**src/rtl/fetch_pkg.sv**
```systemverilog
// Shared widths and FSM encodings for the instruction-fetch sequencer.
package fetch_pkg;

    localparam int unsigned PC_W    = 72;
    localparam int unsigned JUMP_W  = 68;
    localparam int unsigned BR_W    = 55;
    localparam int unsigned INSTR_W = 60;

    localparam int unsigned ST_W = 2;
    typedef logic [ST_W-1:0] fetch_state_t;

    localparam fetch_state_t IDLE = 2'd0;
    localparam fetch_state_t REQ  = 2'd1;
    localparam fetch_state_t WAIT = 2'd2;
    localparam fetch_state_t OUT  = 2'd3;

endpackage

```
**src/rtl/fetch_pc_reg.sv**
```systemverilog
// Program counter: redirect mux (branch over jump, zero-extended targets) and wrapping increment.
module fetch_pc_reg
    import fetch_pkg::*;
#(
    parameter int unsigned PC_W   = fetch_pkg::PC_W,
    parameter int unsigned BR_W   = fetch_pkg::BR_W,
    parameter int unsigned JUMP_W = fetch_pkg::JUMP_W
) (
    input  logic              clk,
    input  logic              rst,
    input  logic              branch_i,
    input  logic [BR_W-1:0]   branch_addr_i,
    input  logic              jump_i,
    input  logic [JUMP_W-1:0] jump_addr_i,
    input  logic              inc_i,
    output logic [PC_W-1:0]   pc_o,
    output logic [PC_W-1:0]   pc_next_o
);

    logic [PC_W-1:0] pc_q;
    logic [PC_W-1:0] pc_d;

    // A redirect always beats the sequential increment.
    always_comb begin
        pc_d = pc_q;
        if (branch_i) begin
            pc_d = PC_W'(branch_addr_i);
        end else if (jump_i) begin
            pc_d = PC_W'(jump_addr_i);
        end else if (inc_i) begin
            pc_d = pc_q + PC_W'(1);
        end
    end

    always_ff @(posedge clk) begin
        if (rst) begin
            pc_q <= '0;
        end else begin
            pc_q <= pc_d;
        end
    end

    assign pc_o      = pc_q;
    assign pc_next_o = pc_d;

endmodule

```
**src/rtl/fetch_controller.sv**
```systemverilog
// Instruction-fetch sequencer: one outstanding imem request, stale-response drop on redirect,
// registered hand-off to decode.
module fetch_controller
    import fetch_pkg::*;
#(
    parameter int unsigned PC_W    = fetch_pkg::PC_W,
    parameter int unsigned JUMP_W  = fetch_pkg::JUMP_W,
    parameter int unsigned BR_W    = fetch_pkg::BR_W,
    parameter int unsigned INSTR_W = fetch_pkg::INSTR_W
) (
    input  logic               clk,
    input  logic               rst,
    input  logic               run,
    output logic               imem_req_valid,
    input  logic               imem_req_ready,
    output logic [PC_W-1:0]    imem_req_addr,
    input  logic               imem_rsp_valid,
    input  logic [INSTR_W-1:0] imem_rsp_data,
    output logic               instr_valid,
    input  logic               instr_ready,
    output logic [INSTR_W-1:0] instr,
    output logic [PC_W-1:0]    instr_pc,
    input  logic               branch_taken,
    input  logic [BR_W-1:0]    branch_addr,
    input  logic               jump,
    input  logic [JUMP_W-1:0]  jump_addr,
    output logic [PC_W-1:0]    pc,
    output logic               busy
);

    fetch_state_t       state_q, state_d;
    fetch_state_t       resume_st;
    logic               drop_q, drop_d;
    logic               redirect;
    logic               pc_inc;
    logic [PC_W-1:0]    pc_q;
    logic [PC_W-1:0]    pc_next;
    logic               req_valid_q;
    logic [PC_W-1:0]    req_addr_q, req_addr_d;
    logic               instr_valid_q;
    logic [INSTR_W-1:0] instr_q, instr_d;
    logic [PC_W-1:0]    instr_pc_q, instr_pc_d;
    logic               busy_q;

    assign redirect  = branch_taken | jump;
    assign resume_st = run ? REQ : IDLE;

    fetch_pc_reg #(
        .PC_W   (PC_W),
        .BR_W   (BR_W),
        .JUMP_W (JUMP_W)
    ) u_pc (
        .clk           (clk),
        .rst           (rst),
        .branch_i      (branch_taken),
        .branch_addr_i (branch_addr),
        .jump_i        (jump),
        .jump_addr_i   (jump_addr),
        .inc_i         (pc_inc),
        .pc_o          (pc_q),
        .pc_next_o     (pc_next)
    );

    // Next state, drop flag and capture data.
    always_comb begin
        state_d    = state_q;
        drop_d     = drop_q;
        pc_inc     = 1'b0;
        req_addr_d = req_addr_q;
        instr_d    = instr_q;
        instr_pc_d = instr_pc_q;
        case (state_q)
            IDLE: begin
                if (run) state_d = REQ;
            end
            REQ: begin
                if (redirect) drop_d = 1'b1;
                if (imem_req_ready) state_d = WAIT;
            end
            WAIT: begin
                if (imem_rsp_valid) begin
                    // A redirect landing with the response makes it stale without arming drop.
                    if (drop_q || redirect) begin
                        drop_d  = 1'b0;
                        state_d = resume_st;
                    end else begin
                        instr_d    = imem_rsp_data;
                        instr_pc_d = pc_q;
                        state_d    = OUT;
                    end
                end else if (redirect) begin
                    drop_d = 1'b1;
                end
            end
            OUT: begin
                if (redirect) begin
                    state_d = resume_st;
                end else if (instr_ready) begin
                    pc_inc  = 1'b1;
                    state_d = resume_st;
                end
            end
            default: state_d = IDLE;
        endcase
        // Request address is latched on REQ entry so it holds even if pc is redirected.
        if ((state_d == REQ) && (state_q != REQ)) req_addr_d = pc_next;
    end

    always_ff @(posedge clk) begin
        if (rst) begin
            state_q       <= IDLE;
            drop_q        <= 1'b0;
            req_valid_q   <= 1'b0;
            req_addr_q    <= '0;
            instr_valid_q <= 1'b0;
            instr_q       <= '0;
            instr_pc_q    <= '0;
            busy_q        <= 1'b0;
        end else begin
            state_q       <= state_d;
            drop_q        <= drop_d;
            req_valid_q   <= (state_d == REQ);
            req_addr_q    <= req_addr_d;
            instr_valid_q <= (state_d == OUT);
            instr_q       <= instr_d;
            instr_pc_q    <= instr_pc_d;
            busy_q        <= (state_d != IDLE);
        end
    end

    assign imem_req_valid = req_valid_q;
    assign imem_req_addr  = req_addr_q;
    assign instr_valid    = instr_valid_q;
    assign instr          = instr_q;
    assign instr_pc       = instr_pc_q;
    assign pc             = pc_q;
    assign busy           = busy_q;

endmodule

```
**config.mk**
```make
export PLATFORM = sky130hd
export DESIGN_NAME = fetch_controller
export DESIGN_NICKNAME = d
export VERILOG_FILES = /design/src/rtl/fetch_pkg.sv /design/src/rtl/fetch_pc_reg.sv /design/src/rtl/fetch_controller.sv
export SDC_FILE = /design/constraint.sdc
export NUM_CORES = 1
export LEC_CHECK = 0
export ABC_AREA = 1
export CAP_MARGIN = 20
export CORE_UTILIZATION = 35
export CTS_CLUSTER_SIZE = 10
export DETAILED_ROUTE_END_ITERATION = 10
export DONT_BUFFER_PORTS = 1
export HOLD_SLACK_MARGIN = 0.06
export PLACE_DENSITY_LB_ADDON = 0.25
export SLEW_MARGIN = 10
export SYNTH_ARGS = -nofsm -noshare
export SYNTH_HDL_FRONTEND = slang
export SYNTH_HIERARCHICAL = 1
export SYNTH_SLANG_ARGS = --single-unit
```
**constraint.sdc**
```tcl
create_clock -name clk -period 1.9 [get_ports clk]
set_input_delay 0.095 -clock clk [delete_from_list [all_inputs] [get_ports clk]]
set_output_delay 0.095 -clock clk [all_outputs]
set_load 0.01 [all_outputs]
```
-- After elaboration in Yosys (flattened, before gate mapping)
Index checks and enable logic that the tools add are counted.
- add/subtract/negate cells: 1
- multiply operators: 0
- divide/modulo/power cells: 0
- magnitude comparators: 0
- equal/unequal tests: 7
- shifts and indexed selects: 0
- multiplexer cells: 18
- bitwise logic cells: 2
- reductions and logical operators: 7
- operators with widths (kind ; number):
    72-bit 2-to-1 mux ; 3
    72-bit by 1-bit adder with 72-bit output, second input constant ; 1
    2-bit 2-to-1 mux ; 6
    2-bit one-hot mux with 4 select lines ; 1
    1-bit 2-to-1 mux ; 7
    2-bit equality test, second input constant ; 3
    2-bit by 1-bit equality test with 1-bit output, second input constant ; 2
    2-bit nonzero test ; 2
    3-bit inequality test, second input constant ; 1
    3-bit AND reduction ; 1
    2-bit zero test ; 1
    2-bit by 1-bit inequality test with 1-bit output, second input constant ; 1
    1-bit one-hot mux with 2 select lines ; 1
    2-bit AND reduction ; 1
    1-bit logical AND ; 1
    1-bit logical OR ; 1
    1-bit NOT ; 1
    1-bit OR ; 1
- flip-flop bits (word level): 282
- bits in latches: 0
- bits in writable memories: 0
- memory bits (read-only): 0
- bits of input ports: 191
- output and inout port bits: 279
- logic and storage cells: 44
- memories kept: 0

-- Logic depth before layout (Yosys ltp)
Gate-level depths: netlist of the first run.
- depth in word-level cells: 7
- gate-level depth with buffers: 20
- gate-level depth less buffers: 19

-- Cells and area by module
The synthesis of the first run kept the hierarchy.
- by module, submodules not included (module ; instances ; cells each ; area each (sq um) ; sequential area each (sq um)):
    fetch_controller ; 1 ; 1098 ; 7997.7 ; 4204.0
    fetch_pc_reg ; 1 ; 979 ; 5760.5 ; 1441.4

-- Least setup slack after synthesis of the first run
Ideal clock, no wire load.
- path kind: register to register
- start: reg state_q[0]
- end: reg req_addr_q[61] (netlist: imem_req_addr[61])
- library setup time: 0.113 ns
- data arrival time: 1.983 ns
- required time: 1.787 ns
- path slack: -0.196 ns
- stages on the path, launching flop included: 19
- buffers on the path: 1
- clock period less this slack: 2.096 ns
- path through: dfxtp_1 nand2_1 nor3_1 buf_4 nand2_2 nor2_4 nand2_2 nor2_4 nand2_1 nor2_2 nand3_1 nand2_1 nand3_1 nand2_1 inv_1 inv_1 nand3_1 nand2_1 nor2_1
- cells in the longest elaborated chain, start to end: 5
- elaborated cells between the ends (all ways): 17
- those cells by class: eq/ne: 5; mux: 10; reduce/logical: 2
- ends and longest elaborated chain (element ; line ; text):
    from (decl) ; fetch_controller.sv:31 ; fetch_state_t state_q, state_d;
    from (signal assigned) ; fetch_controller.sv:120 ; state_q <= state_d;
    2-bit equality test ; fetch_controller.sv:72 ; case (state_q)
    1-bit 2-to-1 mux ; fetch_controller.sv:72 ;
    net pc_inc ; fetch_controller.sv:35 ; logic pc_inc;
    72-bit 2-to-1 mux ; fetch_pc_reg.sv:30 ; end else if (inc_i) begin
    72-bit 2-to-1 mux ; fetch_pc_reg.sv:28 ; end else if (jump_i) begin
    72-bit 2-to-1 mux ; fetch_pc_reg.sv:26 ; if (branch_i) begin
    net pc_next[61] ; fetch_controller.sv:37 ; logic [PC_W-1:0] pc_next;
    to (signal assigned) ; fetch_controller.sv:123 ; req_addr_q <= req_addr_d;
    to (decl) ; fetch_controller.sv:39 ; logic [PC_W-1:0] req_addr_q, req_addr_d;
The timed path passes the listed nets, and every way through them passes these cells.
A chain may end at the register's enable or synchronous reset.

-- Worst setup path in the final report of the first run
- start: reg state_q[0]
- end: reg req_addr_q[70] (netlist: imem_req_addr[70])
Same word-level chain as after synthesis.

==> impl_metrics.json, run 1 <==
{
  "syn-num-nets": 2269,
  "layout-drive-gt1-share_pct": 27.3,
  "crit_path_dat_ns": 2.83,
  "holdWs_ns": -0.408,
  "cts_tree": "yes",
  "drt-initial-drc-count": 1280,
  "yosysSeqAreaShare_pct": 41.0,
  "switching_share_pct": 29.0,
  "combinational_family_with_the_most_area_after_synthesis": "simple AND/OR/NAND/NOR gates",
  "max_cap_viol_count": 0,
  "synth_area_sq_um": 13800,
  "grt_setup_unrepaired": "yes",
  "design_area_sq_um": 20500,
  "cp_slowest_cell": "sky130_fd_sc_hd__dfxtp_4",
  "ys_seq_elements": 282,
  "areaGrowthSynthToFinish_pct": 48.8,
  "cp_data_required_time_ns": 2.39,
  "timing.setup.critical_path_class": "flop to flop",
  "holdCritPathClass": "primary input to flop",
  "globalRouteTotalUtil_pct": 28.8,
  "p_clk_share_pct": 41.5,
  "leakagePower_nw": 9.08,
  "floorplan.initialDensity_pct": 35.5,
  "power.combinational.fraction_pct": 16.2,
  "post_synth_edffs": 0,
  "grt_pass1_vias": 15089,
  "wl_per_cell_um": 19.9,
  "multi_input_comb_area_sq_um": 7730,
  "clock_tree.buffer_depth": 3,
  "primary_ff_master_synth": "sky130_fd_sc_hd__dfxtp_1",
  "cp_cell_sequence": "nand2_4 > nor3_4 > buf_6 > nand3_4 > nor2_4 > nand2_2 > nor2_4 > nand3_2 > buf_6 > o21ai_2 > nand2_2 > nor2_1 > inv_1 > nand3_1 > nand2_1 > nor2_1",
  "ctsHtreeMaxLevel": 2,
  "place_congestion": 0.889,
  "cts_inserted_buffers": 36,
  "switching_power_mw": 4.65,
  "clock_insertion_delay_worst_skew_ns": 0.56,
  "critPathMaxFanout": 5,
  "num_rows": 72,
  "die_x_um": 200,
  "start_kind": "flop",
  "grt_max_degree": 76,
  "slew_violations": 0,
  "avgViaCountPerCell": 5.15,
  "floorplan.core_area_sq_um": 38700,
  "crit_path_max_incr_delay_ns": 0.35,
  "timing.final.ws_setup_ns": -0.438,
  "grt_remaining_overflow": 0,
  "synth.mux.area_fraction_pct": 0,
  "synth-compound-area-share_pct": 12.7,
  "clkTransAtPathRegs_ns": 0.06,
  "yosys_warnings": 6,
  "synth_xor_area_share_pct": 0,
  "power-per-cell-area_nw_per_um2": 784,
  "post_synth_and_or_nand_nor_area_fraction_pct": 35.5,
  "violations_in_the_final_reports": "negative hold slack, negative setup slack",
  "drt.antenna.violating_nets": 0,
  "layout_min_cycle_time_ns": 2.34,
  "syn_inst": 2077,
  "grt_first_pass_wirelength_mm": 88.8,
  "async_flop_share_pct": 0,
  "final_min_period_over_clock_period_pct": 123,
  "max-slew-margin-rel_pct": 60.7,
  "relative_contribution_of_sequential_cells_to_total_power_pct": 42.3,
  "power.ir.vdd_worst_mv": 0.477,
  "placed_cells_incl_taps": 2772,
  "design.portCount": 470,
  "detail_route.wirelength_mm": 60.2,
  "placed_cell_area_sq_um": 16200,
  "setup_violations": 115,
  "fill_cells": 3711,
  "internal_power_mw": 11.4,
  "layoutNonFillerInstCount": 3021,
  "synth.distinct_cells": 37,
  "first_pass_iters": 5,
  "die_outline_area_sq_um": 40100,
  "residual_drc": 0,
  "avgSynthCellArea_sq_um": 6.62,
  "transition_time_at_the_pin_with_the_least_slew_margin_ns": 0.588,
  "io_buffer_count": 0,
  "cts_hold_buffers": 146,
  "cp-end-kind": "flop",
  "clock-skew-final_ns": 0.0199,
  "final-seq-area_sq_um": 5680,
  "detailed_place_hpwl_mm": 42.5,
  "cts_root_buf": "sky130_fd_sc_hd__clkbuf_16",
  "post_synth_fa_ha_maj_area_fraction_pct": 0.0909,
  "final_hold_viol_count": 91,
  "nets": 2678,
  "dr_total_vias": 15559,
  "antenna_found_initial": 4,
  "timing.fmax_mhz": 428,
  "status": "finished, violations left",
  "cts.sink_count": 282,
  "floorplan_die_height_um": 200
}
## synthesized netlist by cell type, types with 14 or more instances
master	number	area (sq um)
sky130_fd_sc_hd__nand4_1	38	238
sky130_fd_sc_hd__buf_6	14	158
sky130_fd_sc_hd__nor2_1	534	2000
sky130_fd_sc_hd__nand3_1	161	806
sky130_fd_sc_hd__clkbuf_1	53	199
sky130_fd_sc_hd__a21oi_1	67	335
sky130_fd_sc_hd__o21ai_0	150	751
sky130_fd_sc_hd__a22o_1	53	464
sky130_fd_sc_hd__dfxtp_1	282	5650
sky130_fd_sc_hd__nor3_1	18	90.1
sky130_fd_sc_hd__buf_2	20	100
sky130_fd_sc_hd__nand2_1	346	1300
sky130_fd_sc_hd__inv_1	238	893
## cell usage in the layout, fill, tap and decap left out, types with 20 or more instances in the layout
cell type | Yosys | routed
sky130_fd_sc_hd__nand4_1 | 38 | 38
sky130_fd_sc_hd__nand2_2 | 12 | 42
sky130_fd_sc_hd__nor2_4 | 10 | 29
sky130_fd_sc_hd__a21oi_2 | 0 | 36
sky130_fd_sc_hd__nor2_2 | 11 | 25
sky130_fd_sc_hd__nand3_1 | 161 | 88
sky130_fd_sc_hd__nand2_1 | 346 | 298
sky130_fd_sc_hd__inv_2 | 6 | 27
sky130_fd_sc_hd__clkbuf_16 | 0 | 36
sky130_fd_sc_hd__dfxtp_1 | 282 | 262
sky130_fd_sc_hd__nand2_4 | 3 | 20
sky130_fd_sc_hd__buf_4 | 8 | 254
sky130_fd_sc_hd__a21oi_1 | 67 | 30
sky130_fd_sc_hd__nand3_2 | 2 | 70
sky130_fd_sc_hd__o21ai_0 | 150 | 137
sky130_fd_sc_hd__a22o_1 | 53 | 53
sky130_fd_sc_hd__nor2_1 | 534 | 501
sky130_fd_sc_hd__buf_6 | 14 | 54
sky130_fd_sc_hd__dlygate4sd3_1 | 0 | 143
sky130_fd_sc_hd__inv_1 | 238 | 215
## metrics by stage
| stage | power (mW) | hold WS (ns) | worst slack (ns) | TNS, ns | util (%) |
|---|---|---|---|---|---|
| finish | 16.0 | -0.408 | -0.438 | -25.93 | 52.8 |
| global route | 16.7 | -0.428 | -0.580 | -41.67 | 52.8 |
| CTS | 16.0 | -0.416 | -0.368 | -21.60 | 50.9 |
| detailed placement | 8.98 | 0.178 | -0.491 | -24.82 | 41.9 |
| global placement | 8.96 | 0.180 | -0.426 | -19.35 | 41.9 |
| floorplan | 8.10 | 0.164 | -0.103 | -1.11 | - |
## flip-flops by register name (all words and copies together), names as in the netlist
name / flops
instr: 60
drop_q: 1
imem_req_valid: 1
instr_valid: 1
instr_pc: 72
state_q: 2
imem_req_addr: 72
busy: 1
u_pc/pc_o: 72
## per-layer routing
layer / GRT usage (%) / part of all wire [%]
met1: 35.6 / 42
met2: 47.9 / 46
met3: 7.94 / 8.5
met4: 9.90 / 3.5
met5: 0 / 0.032
## what timing repair did
item,CTS,global route
endpoints found under the setup margin,123,140
cloned,0,0
hold endpoints to repair,206,91
gates resized for setup,165,193
pin swaps,85,125
buffers inserted,36,26
## power by group through the flow
stage	clock, mW	sequential, mW	combinational (mW)
finish	6.67	6.78	2.60
global placement	0	6.90	2.06
CTS	6.81	6.77	2.46
floorplan	0	6.80	1.30
global route	7.06	6.82	2.83
detailed placement	0	6.90	2.08
## cell type report
cell class                      count  share of cell area (%)
Inverter                          246                    4.58
Sequential cell                   282                    27.8
Multi-Input combinational cell   1449                    37.8
Clock buffer                       46                    4.78
Tap cell                          518                    3.17
Antenna cell                        2                  0.0245
Clock inverter                      7                   0.703
Timing Repair Buffer              471                    21.2
## path summary, 6_finish.rpt
check | startpoint | endpoint | slack [ns] | depth (start not counted)
max reg2reg | state_q[0]$_SDFF_PP0_ | imem_req_addr[70]$_SDFFE_PP0P_ | -0.44 | 16
min | rst | u_pc/pc_o[43]$_SDFF_PP0_ | -0.41 | 1
max | state_q[0]$_SDFF_PP0_ | imem_req_addr[70]$_SDFFE_PP0P_ | -0.44 | 16
min reg2reg | instr[47]$_SDFFE_PP0P_ | instr[47]$_SDFFE_PP0P_ | 0.53 | 2
## critical path, delay by kind of cell (launching register included)
kind	cells	cell delay, ns
AO/OA/AOI/OAI	1	0.13
buffers and inverters	3	0.35
AND/OR/NAND/NOR	12	1.42
flip-flops	1	0.35
## kinds of logic (layout without fill, tap and decap cells)
group	Yosys count	after routing
AOI/OAI and AO/OA	298	298
other	0	2
and+or+nand+nor	1150	1150
buffers and inverters	346	770
DFF	282	282
adders and majority gates	1	1
No activity file was read; power rests on OpenSTA's default activity.
==> run 2, diff against run 1 <==
Settings changed: SYNTH_HIERARCHICAL 1 to not set.
==> impl_metrics.json, run 2 <==
{
  "layout.cells.most_common": "sky130_fd_sc_hd__nand2_1",
  "place_congestion": 1.02,
  "io_buffer_count": 0,
  "synth_area_sq_um": 13100,
  "clock-skew-final_ns": 0.0143,
  "floorplan.core_area_sq_um": 36800,
  "grt_remaining_overflow": 0,
  "status": "finished, violations left",
  "power.ir.vdd_worst_mv": 0.546,
  "violations_in_the_final_reports": "negative hold slack, negative setup slack",
  "avgViaCountPerCell": 5.30,
  "final_min_period_over_clock_period_pct": 105,
  "design.portCount": 470,
  "yosysSeqAreaShare_pct": 42.9,
  "layout-drive-gt1-share_pct": 26.4,
  "multi_input_comb_area_sq_um": 7110,
  "syn_inst": 1934,
  "cp_data_required_time_ns": 2.33,
  "crit_path_dat_ns": 2.42,
  "grt_setup_unrepaired": "yes",
  "synth_largest_area_cell": "sky130_fd_sc_hd__dfxtp_1",
  "yosys.area.top_type_share_pct": 42.9,
  "layout_min_cycle_time_ns": 1.99,
  "die_x_um": 196,
  "timing.final.ws_setup_ns": -0.0900,
  "yosys_warnings": 0,
  "residual_drc": 0,
  "p_clk_share_pct": 40.3,
  "num_rows": 70,
  "setup_violations": 25,
  "final_hold_viol_count": 118,
  "syn-num-nets": 2126,
  "cts_hold_buffers": 117,
  "fill_cells": 3559,
  "clkTransAtPathRegs_ns": 0.06,
  "async_flop_share_pct": 0,
  "floorplan_die_height_um": 196,
  "primary_ff_master_synth": "sky130_fd_sc_hd__dfxtp_1",
  "grt_max_degree": 122,
  "post_synth_edffs": 0,
  "final-seq-area_sq_um": 5680,
  "max_cap_viol_count": 0,
  "placed_cell_area_sq_um": 15400,
  "start_kind": "flop",
  "grt_pass1_vias": 14245,
  "top_library_cells_by_usage_in_the_layout_fill_and_taps_aside": "sky130_fd_sc_hd__nand2_1, sky130_fd_sc_hd__dfxtp_1, sky130_fd_sc_hd__nor2_1",
  "synth.cells.most_frequent": "sky130_fd_sc_hd__nand2_1, sky130_fd_sc_hd__nor2_1, sky130_fd_sc_hd__dfxtp_1, sky130_fd_sc_hd__inv_1, sky130_fd_sc_hd__a21oi_1",
  "detailed_place_hpwl_mm": 42.4,
  "clock_insertion_delay_worst_skew_ns": 0.55,
  "slew_violations": 0,
  "timing.setup.critical_path_class": "flop to flop",
  "nets": 2478,
  "critPathMaxFanout": 4,
  "max-slew-margin-rel_pct": 68.7,
  "drt-initial-drc-count": 892,
  "grt_first_pass_wirelength_mm": 86.1,
  "transition_time_at_the_pin_with_the_least_slew_margin_ns": 0.469,
  "cp-end-kind": "flop",
  "detail_route.wirelength_mm": 60.4,
  "holdWs_ns": -0.354,
  "relative_contribution_of_sequential_cells_to_total_power_pct": 43.9,
  "timing.fmax_mhz": 503,
  "holdCritPathClass": "primary input to flop",
  "drt.antenna.violating_nets": 0,
  "cts_root_buf": "sky130_fd_sc_hd__clkbuf_16",
  "globalRouteTotalUtil_pct": 29.5,
  "power.combinational.fraction_pct": 15.8,
  "ys_seq_elements": 282,
  "cts_inserted_buffers": 35,
  "design_area_sq_um": 19100,
  "post-synth-top-count-cell": "sky130_fd_sc_hd__nand2_1",
  "ctsHtreeMaxLevel": 2,
  "wl_per_cell_um": 21.8,
  "floorplan.initialDensity_pct": 35.7,
  "die_outline_area_sq_um": 38300,
  "synth.distinct_cells": 43,
  "first_pass_iters": 6,
  "areaGrowthSynthToFinish_pct": 45.6,
  "clock_tree.buffer_depth": 3,
  "synthTopCellsByArea": "sky130_fd_sc_hd__dfxtp_1, sky130_fd_sc_hd__nand2_1, sky130_fd_sc_hd__nor2_1",
  "avgSynthCellArea_sq_um": 6.80,
  "dr_total_vias": 14682,
  "cts_tree": "yes",
  "switching_power_mw": 4.47,
  "power-per-cell-area_nw_per_um2": 802,
  "internal_power_mw": 10.9,
  "switching_share_pct": 29.1,
  "cts.sink_count": 282,
  "antenna_found_initial": 3,
  "leakagePower_nw": 8.41
}
[run 2: through the flow]
stage / instances / setup TNS [ns] / utilization [%] / total power [mW] / setup WS (ns)
floorplan: 1934 / 0 / - / 7.87 / 0.125
global placement: 2567 / -2.83 / 42.0 / 8.69 / -0.168
detailed placement: 2567 / -3.59 / 42.0 / 8.71 / -0.203
CTS: 2746 / -0.367 / 49.0 / 15.2 / -0.0467
global route: 2769 / -5.64 / 52.0 / 15.9 / -0.153
finish: 2769 / -1.10 / 52.0 / 15.4 / -0.0900
[run 2: path summary, 6_finish.rpt]
path,from,endpoint,slack [ns],cells past startpoint
worst max-delay path,u_pc.pc_o[1]$_SDFF_PP0_,imem_req_addr[64]$_SDFFE_PP0P_,-0.09,14
worst min-delay path,rst,u_pc.pc_o[41]$_SDFF_PP0_,-0.35,1
worst max register to register,u_pc.pc_o[1]$_SDFF_PP0_,imem_req_addr[64]$_SDFFE_PP0P_,-0.09,14
worst min register to register,imem_req_addr[10]$_SDFFE_PP0P_,imem_req_addr[10]$_SDFFE_PP0P_,0.51,2
[run 2: critical path, stage by stage (launching register included)]
cell	delay (ns)
sky130_fd_sc_hd__dfxtp_4	0.37
sky130_fd_sc_hd__ha_4	0.16
sky130_fd_sc_hd__nand3_2	0.08
sky130_fd_sc_hd__nor2_1	0.12
sky130_fd_sc_hd__buf_4	0.18
sky130_fd_sc_hd__buf_6	0.10
sky130_fd_sc_hd__nand4_1	0.10
sky130_fd_sc_hd__nor2_1	0.14
sky130_fd_sc_hd__buf_4	0.17
sky130_fd_sc_hd__buf_6	0.12
sky130_fd_sc_hd__nand3_2	0.05
sky130_fd_sc_hd__nand2_1	0.08
sky130_fd_sc_hd__nand3_2	0.07
sky130_fd_sc_hd__nand2_2	0.09
sky130_fd_sc_hd__a21oi_2	0.05
[run 2: final cells by class]
type,count,share of cell area [%]
repair buffers,409,19.5
clock inverters,3,0.157
flip-flops and latches,282,29.7
inverters,268,5.37
well taps,468,3.06
multi-input cells,1290,37.1
diodes,2,0.0261
clock buffers,47,5.13
[run 2: timing repair]
item / CTS / global route
cloned: 0 / 4
resized for setup: 72 / 263
endpoints found under the hold margin: 282 / 118
buffers inserted: 12 / 19
endpoints found under the setup margin: 59 / 187
pin swaps: 30 / 93
[run 2: power groups by stage]
stage / Clock, mW / Sequential [mW] / Combinational [mW]
6_report: 6.19 / 6.74 / 2.43
5_1_grt: 6.50 / 6.77 / 2.63
4_1_cts: 6.33 / 6.73 / 2.12
3_5_place_dp: 0 / 6.85 / 1.86
3_3_place_gp: 0 / 6.85 / 1.85
2_1_floorplan: 0 / 6.80 / 1.07
[run 2: logic make-up after synthesis]
| logic type | after synthesis | synth area share (%) |
|---|---|---|
| simple gates | 868 | 28.2 |
| compound gates | 419 | 17.9 |
| buf+inv | 362 | 10.7 |
| flops | 282 | 42.9 |
| xor+xnor | 2 | 0.133 |
| fa+ha+maj | 1 | 0.0952 |
[run 2: routing by layer]
metal | GRT usage (%) | up-vias | part of all wire (%)
met4 | 10.6 | 2 | 3.4
li1 | - | 6953 | -
met3 | 8.20 | 112 | 8.4
met2 | 52.1 | 575 | 49
met1 | 34.0 | 7040 | 39
met5 | 0 | - | 0.018
